==> config.mk <==
export PLATFORM = sky130hd
export DESIGN_NAME = uart_rx_deframe_fifo
export DESIGN_NICKNAME = d
export VERILOG_FILES = /design/src/rtl/uart_pkg.sv /design/src/rtl/uart_sync_fifo.sv /design/src/rtl/uart_rx_deframe_fifo.sv
export SDC_FILE = /design/constraint.sdc
export NUM_CORES = 1
export LEC_CHECK = 0
export ABC_CLOCK_PERIOD_IN_PS = 3150
export BUFFER_PORTS_ARGS = -buffer_cell sky130_fd_sc_hd__buf_2
export CAP_MARGIN = 5
export CORE_MARGIN = 3
export CORE_UTILIZATION = 59
export CTS_BUF_LIST = sky130_fd_sc_hd__clkbuf_4 sky130_fd_sc_hd__clkbuf_8
export CTS_CLUSTER_SIZE = 8
export DETAILED_ROUTE_END_ITERATION = 10
export GPL_ROUTABILITY_DRIVEN = 1
export PLACE_DENSITY = 0.91
export SKIP_LAST_GASP = 1
export SLEW_MARGIN = 25
export SYNTH_ARGS = -nofsm -noshare
export SYNTH_HDL_FRONTEND = slang
export SYNTH_HIERARCHICAL = 1
export SYNTH_SLANG_ARGS = --single-unit
export TNS_END_PERCENT = 50
==> constraint.sdc <==
create_clock -name clk -period 3.15 [get_ports clk]
set_clock_uncertainty 0.15 [all_clocks]
set_input_delay 0.315 -clock clk [delete_from_list [all_inputs] [get_ports clk]]
set_output_delay 0.315 -clock clk [all_outputs]
set_load 0.03 [all_outputs]
==> src/rtl/uart_pkg.sv <==
// Shared UART definitions used by the RX deframer, the TX framer and the SIPO.
//   PAR_EVEN / PAR_ODD : parity-mode encodings driven on the parity_odd inputs.
//   frame_width()      : total bits in one frame (start + data + parity + stop).
package uart_pkg;

    localparam logic PAR_EVEN = 1'b0;
    localparam logic PAR_ODD  = 1'b1;

    function automatic int frame_width(input int data_w, input int parity_en,
                                       input int stop_bits);
        return 1 + data_w + parity_en + stop_bits;
    endfunction

endpackage

==> src/rtl/uart_sync_fifo.sv <==
// Generic single-clock FIFO with wrap-bit pointers.
// Ports:
//   clk, rst   : clock, synchronous active-high reset (empties the queue)
//   i_push     : write request; refused when full unless a pop happens too
//   i_wr_data  : entry to write
//   i_pop      : read request; ignored when empty
//   o_rd_data  : head entry (combinational), zero while empty
//   o_full     : DEPTH entries held
//   o_empty    : no entries held
module uart_sync_fifo #(
    parameter int WIDTH = 10,
    parameter int DEPTH = 4
) (
    input  logic             clk,
    input  logic             rst,
    input  logic             i_push,
    input  logic [WIDTH-1:0] i_wr_data,
    input  logic             i_pop,
    output logic [WIDTH-1:0] o_rd_data,
    output logic             o_full,
    output logic             o_empty
);

    localparam int AW = $clog2(DEPTH);

    logic [AW:0]      r_wr_ptr;
    logic [AW:0]      r_rd_ptr;
    logic [WIDTH-1:0] r_mem [DEPTH];

    logic w_do_push;
    logic w_do_pop;

    assign o_empty = (r_wr_ptr == r_rd_ptr);
    // Same slot index but opposite lap bit: writer is a full lap ahead.
    assign o_full  = (r_wr_ptr[AW] != r_rd_ptr[AW]) &&
                     (r_wr_ptr[AW-1:0] == r_rd_ptr[AW-1:0]);

    assign w_do_pop  = i_pop & ~o_empty;
    // A pop in the same cycle frees the slot being written when full.
    assign w_do_push = i_push & (~o_full | w_do_pop);

    always_ff @(posedge clk) begin
        if (rst) begin
            r_wr_ptr <= '0;
            r_rd_ptr <= '0;
        end else begin
            if (w_do_push) r_wr_ptr <= r_wr_ptr + 1'b1;
            if (w_do_pop)  r_rd_ptr <= r_rd_ptr + 1'b1;
        end
    end

    always_ff @(posedge clk) begin
        if (w_do_push) r_mem[r_wr_ptr[AW-1:0]] <= i_wr_data;
    end

    // Storage is not reset, so mask stale contents while empty.
    assign o_rd_data = o_empty ? '0 : r_mem[r_rd_ptr[AW-1:0]];

endmodule

==> src/rtl/uart_rx_deframe_fifo.sv <==
// UART receive deframer: splits a parallel frame into fields, checks parity
// and framing, queues data plus error flags, and keeps status counters.
// Ports:
//   clk, rst                   : clock, synchronous active-high reset
//   frame_parallel, frame_ready: one frame from the SIPO per ready pulse
//   parity_odd                 : 0 even / 1 odd parity
//   data_payload, data_parity_err, data_frame_err, data_valid, data_ready
//                              : head-of-queue entry with valid/ready pop
//   overrun                    : sticky, a frame was dropped on a full queue
//   err_clear                  : clears overrun and all counters
//   parity_err_cnt, frame_err_cnt, overrun_cnt : saturating error counters
module uart_rx_deframe_fifo
    import uart_pkg::*;
#(
    parameter int DATA_W     = 8,
    parameter int PARITY_EN  = 1,
    parameter int STOP_BITS  = 1,
    parameter int FIFO_DEPTH = 4,
    parameter int CNT_W      = 8,
    localparam int FRAME_W   = frame_width(DATA_W, PARITY_EN, STOP_BITS)
) (
    input  logic               clk,
    input  logic               rst,
    input  logic [FRAME_W-1:0] frame_parallel,
    input  logic               frame_ready,
    input  logic               parity_odd,
    output logic [DATA_W-1:0]  data_payload,
    output logic               data_parity_err,
    output logic               data_frame_err,
    output logic               data_valid,
    input  logic               data_ready,
    output logic               overrun,
    input  logic               err_clear,
    output logic [CNT_W-1:0]   parity_err_cnt,
    output logic [CNT_W-1:0]   frame_err_cnt,
    output logic [CNT_W-1:0]   overrun_cnt
);

    localparam int ENTRY_W = DATA_W + 2;

    // Field slicing. Bit DATA_W+1 is the parity bit when PARITY_EN=1; with no
    // parity it is the first stop bit and the parity result is forced to 0.
    logic                 w_start;
    logic [DATA_W-1:0]    w_data;
    logic                 w_par_bit;
    logic [STOP_BITS-1:0] w_stop;
    logic                 w_parity_err;
    logic                 w_frame_err;

    assign w_start      = frame_parallel[0];
    assign w_data       = frame_parallel[DATA_W:1];
    assign w_par_bit    = frame_parallel[DATA_W+1];
    assign w_stop       = frame_parallel[FRAME_W-1 -: STOP_BITS];
    assign w_parity_err = (PARITY_EN != 0) &&
                          ((^{w_data, w_par_bit}) != (parity_odd == PAR_ODD));
    assign w_frame_err  = w_start | ~(&w_stop);

    // Capture stage
    logic              r_s1_valid;
    logic [DATA_W-1:0] r_s1_data;
    logic              r_s1_perr;
    logic              r_s1_ferr;

    always_ff @(posedge clk) begin
        if (rst) begin
            r_s1_valid <= 1'b0;
            r_s1_data  <= '0;
            r_s1_perr  <= 1'b0;
            r_s1_ferr  <= 1'b0;
        end else begin
            r_s1_valid <= frame_ready;
            if (frame_ready) begin
                r_s1_data <= w_data;
                r_s1_perr <= w_parity_err;
                r_s1_ferr <= w_frame_err;
            end
        end
    end

    // Enqueue stage
    logic [ENTRY_W-1:0] w_head;
    logic               w_full;
    logic               w_empty;
    logic               w_pop;
    logic               w_drop;

    uart_sync_fifo #(
        .WIDTH(ENTRY_W),
        .DEPTH(FIFO_DEPTH)
    ) u_fifo (
        .clk       (clk),
        .rst       (rst),
        .i_push    (r_s1_valid),
        .i_wr_data ({r_s1_ferr, r_s1_perr, r_s1_data}),
        .i_pop     (data_ready),
        .o_rd_data (w_head),
        .o_full    (w_full),
        .o_empty   (w_empty)
    );

    assign data_valid      = ~w_empty;
    assign data_payload    = w_head[DATA_W-1:0];
    assign data_parity_err = w_head[DATA_W];
    assign data_frame_err  = w_head[DATA_W+1];

    assign w_pop  = data_valid & data_ready;
    assign w_drop = r_s1_valid & w_full & ~w_pop;

    // Status: err_clear wins over any same-cycle increment or overrun set.
    // Errors on a dropped frame are still counted.
    always_ff @(posedge clk) begin
        if (rst || err_clear) begin
            overrun        <= 1'b0;
            parity_err_cnt <= '0;
            frame_err_cnt  <= '0;
            overrun_cnt    <= '0;
        end else begin
            if (w_drop) overrun <= 1'b1;
            if (r_s1_valid && r_s1_perr && parity_err_cnt != '1)
                parity_err_cnt <= parity_err_cnt + 1'b1;
            if (r_s1_valid && r_s1_ferr && frame_err_cnt != '1)
                frame_err_cnt <= frame_err_cnt + 1'b1;
            if (w_drop && overrun_cnt != '1)
                overrun_cnt <= overrun_cnt + 1'b1;
        end
    end

endmodule

==> results.py <==
metrics = {
    "layout": {
        "postLayoutCoreUtil": 0.699,
        "diodes": 0,
        "final_nets": 379,
        "multi_input_area_sq_mm": 0.00150,
        "seq_area_sq_mm": 0.00208,
        "drive_gt1_frac": 0.240,
        "area_growth_pct": 13.7,
        "fillers": 410,
    },
    "drt": {
        "routed_wl_mm": 7.18,
        "wire_per_inst_um": 16.6,
        "post_drt_via_cell_ratio": 5.86,
        "detail_route.iter0.violations": 204,
        "drc": 0,
        "vias": 2545,
        "ant_nets": 0,
        "first_pass_iters": 4,
    },
    "yosys": {
        "synth_top_cell_by_area": "edfxtp_1",
        "synthArstFlopShare": 0,
        "yosysTopAreaCellShare": 0.328,
        "yosys_warnings": 6,
        "synth_edf_count": 40,
        "seq_area_frac_synth": 0.569,
        "syn_nets": 322,
        "yosysUniqueCellTypes": 47,
        "ys_ff_latch": 84,
        "synth_area_sq_mm": 0.00366,
        "syn_area_per_cell_sq_um": 12.3,
        "synthCells": 297,
        "yosys-top-cells-area": "edfxtp_1, dfxtp_1, mux4_2",
        "synth_ff_type": "dfxtp_1",
    },
    "clock_network": {
        "clock_sinks": 84,
        "cts_tree": "done",
        "clock_latency_ns": 0.35,
        "clk_pin_slew_worst_paths_ns": 0.08,
        "cts_root_buffer": "clkbuf_8",
        "cts_buffer_depth": 2,
        "numCtsBuffers": 9,
        "cts_resized": 0,
        "htreeDepth": 3,
    },
    "worst_hold_path": {
        "min_from": "frame_parallel[0]",
        "min_delay_worst_endpoint": "r_s1_ferr$_SDFFE_PP0P_",
        "hold_depth": 3,
        "hp-class": "in2reg",
    },
    "timing": {
        "rsz0062_at_grt": "false",
        "slew_headroom": 0.413,
        "fin_ws_ns": 0.685,
        "setup_violations": 0,
        "timing.final.max_slew_violations": 0,
        "tightest_slew_ns": 0.869,
        "hold_viol_final": 0,
        "post-route-period-util": 0.782,
        "layout_min_cycle_time_ns": 2.46,
        "fmax_mhz": 406,
        "finalSetupTns_ns": 0,
    },
    "global_route": {
        "grt_use_total": 0.211,
        "grt_pass1_wl_mm": 11.7,
        "grt_pass1_vias": 2461,
        "grt_max_degree": 23,
        "top_usage_layer": "met2",
        "grt-ovfl-total": 0,
        "grtUsageMet3": 0.0451,
        "antenna_found_initial": 0,
        "grt_use_met2": 0.349,
        "use_met1": 0.270,
    },
    "floorplan": {
        "die_h_um": 84.8,
        "core_sq_mm": 0.00596,
        "num_rows": 28,
        "dieArea_sq_mm": 0.00719,
        "io_pins": 53,
        "die_w_um": 84.8,
        "start_util": 0.615,
    },
    "worst_setup_path": {
        "rrSetupSlack_ns": 0.88,
        "slowest_stage": "dfxtp_1",
        "cp_max_fo": 10,
        "crit_path_start_kind": "flop",
        "rr_worst_depth": 6,
        "rr_startpoint": "u_fifo/r_wr_ptr[0]$_SDFFE_PP0P_",
        "cp_data_required_time_ns": 2.68,
        "endpoint_kind": "output port",
        "r2r_end": "overrun_cnt[7]$_SDFFE_PP0P_",
        "cpPeakStageDelay_ns": 0.75,
        "path_class": "reg2out",
        "cp_cell_sequence": "mux4_2, nor2b_1, buf_2",
        "worstPathArrival_ns": 2.00,
    },
    "power": {
        "p_leak_nw": 1.56,
        "worst_ir_drop_vdd_v": 0.000413,
        "powerDensity_mw_per_mm2": 551,
    },
    "placement": {
        "finalWeightedCongestion": 0.846,
        "place_hpwl_mm": 4.95,
        "port_buffers": 52,
        "dpl_worst_slack_ns": 0.914,
    },
    "status": {
        "outcome": "finished clean",
    },
    "flow_run": {
        "drv_cap": 0,
    },
}
==> report_power, final <==
group | internal (mW) | switching (mW) | leakage, nW
clock | 0.312 | 0.368 | 0.0845
combinational | 0.162 | 0.216 | 0.752
sequential | 1.18 | 0.0555 | 0.726
total | 1.65 | 0.639 | 1.56
==> placed cells by master, fill, tap and decap left out, types with 6 or more instances in the layout <==
cell	n
buf_2	52
dfxtp_1	44
edfxtp_1	40
nor2_1	27
nand2_1	17
xnor2_1	15
nor2b_1	14
a21oi_1	12
mux2i_1	11
mux4_2	10
inv_1	9
clkbuf_8	9
ha_1	8
nand3_1	6
o21ai_0	6
==> per-stage QoR <==
| step | hold slack, ns | instance area [sq um] | power [mW] | instances |
|---|---|---|---|---|
| after floorplan | 0.237 | 3660 | 1.53 | 297 |
| after global placement | 0.317 | 3980 | 1.62 | 417 |
| after detailed placement | 0.326 | 3980 | 1.64 | 417 |
| after CTS | 0.000853 | 4160 | 2.31 | 433 |
| after global routing | 0.0626 | 4170 | 2.38 | 434 |
| final | 0.0675 | 4170 | 2.29 | 434 |
==> cell usage after synthesis, types with 5 or more instances <==
master     n
dfxtp_1   44
edfxtp_1  40
nor2_1    27
nand2_1   17
xnor2_1   15
nor2b_1   14
a21oi_1   12
mux2i_1   11
mux4_2    10
inv_1      9
ha_1       8
nand3_1    6
o21ai_0    6
clkbuf_1   5
or3_1      5
or4_1      5
xor2_1     5
==> per-layer routing <==
metal / vias to the layer above / share of wire
met5: - / 0
met4: 0 / 0.019
met3: 16 / 0.050
met2: 82 / 0.51
li1: 1218 / -
met1: 1229 / 0.42
==> registers in the layout, indices dropped and copies added, names as in the netlist, named ones only <==
name / count
frame_err_cnt: 8
overrun: 1
overrun_cnt: 8
parity_err_cnt: 8
r_s1_data: 8
r_s1_ferr: 1
r_s1_perr: 1
r_s1_valid: 1
u_fifo/r_mem: 40
u_fifo/r_rd_ptr: 3
u_fifo/r_wr_ptr: 3
==> final cells by class <==
| type | instances | area share |
|---|---|---|
| multi-input combinational | 195 | 0.359 |
| inverter | 9 | 0.00811 |
| clock buffer | 12 | 0.0351 |
| tap | 75 | 0.0225 |
| clock inverter | 4 | 0.00661 |
| timing repair buffer | 55 | 0.0685 |
| sequential | 84 | 0.500 |
==> how the worst max path moves through the flow <==
stage | endpoint | cells past startpoint
2_1_floorplan | overrun_cnt[7]$_SDFFE_PP0P_ | 7
3_3_place_gp | overrun_cnt[7]$_SDFFE_PP0P_ | 6
3_5_place_dp | overrun_cnt[5]$_SDFFE_PP0P_ | 6
4_1_cts | data_payload[7] | 3
5_1_grt | data_frame_err | 3
6_report | data_payload[6] | 3
==> critical path, delay by kind of cell, from the launching register on <==
family | cells | cell delay (ns)
multiplexers | 1 | 0.59
AND/OR/NAND/NOR | 1 | 0.14
flip-flops | 1 | 0.75
buffers and inverters | 1 | 0.17
==> kinds of logic after synthesis <==
group,synth area share
and+or+nand+nor,0.140
DFF,0.568
AOI/OAI and AO/OA,0.0820
muxes,0.105
xor gates and xnor gates,0.0540
buffers and inverters,0.0229
adders and majority gates,0.0273
==> repair_timing <==
action | 4_1_cts | 5_1_grt
buffers inserted | 0 | 0
endpoints found under the hold margin | 0 | 1
hold buffers | 0 | 1
Note: power is estimated with default switching activity, not from simulation.
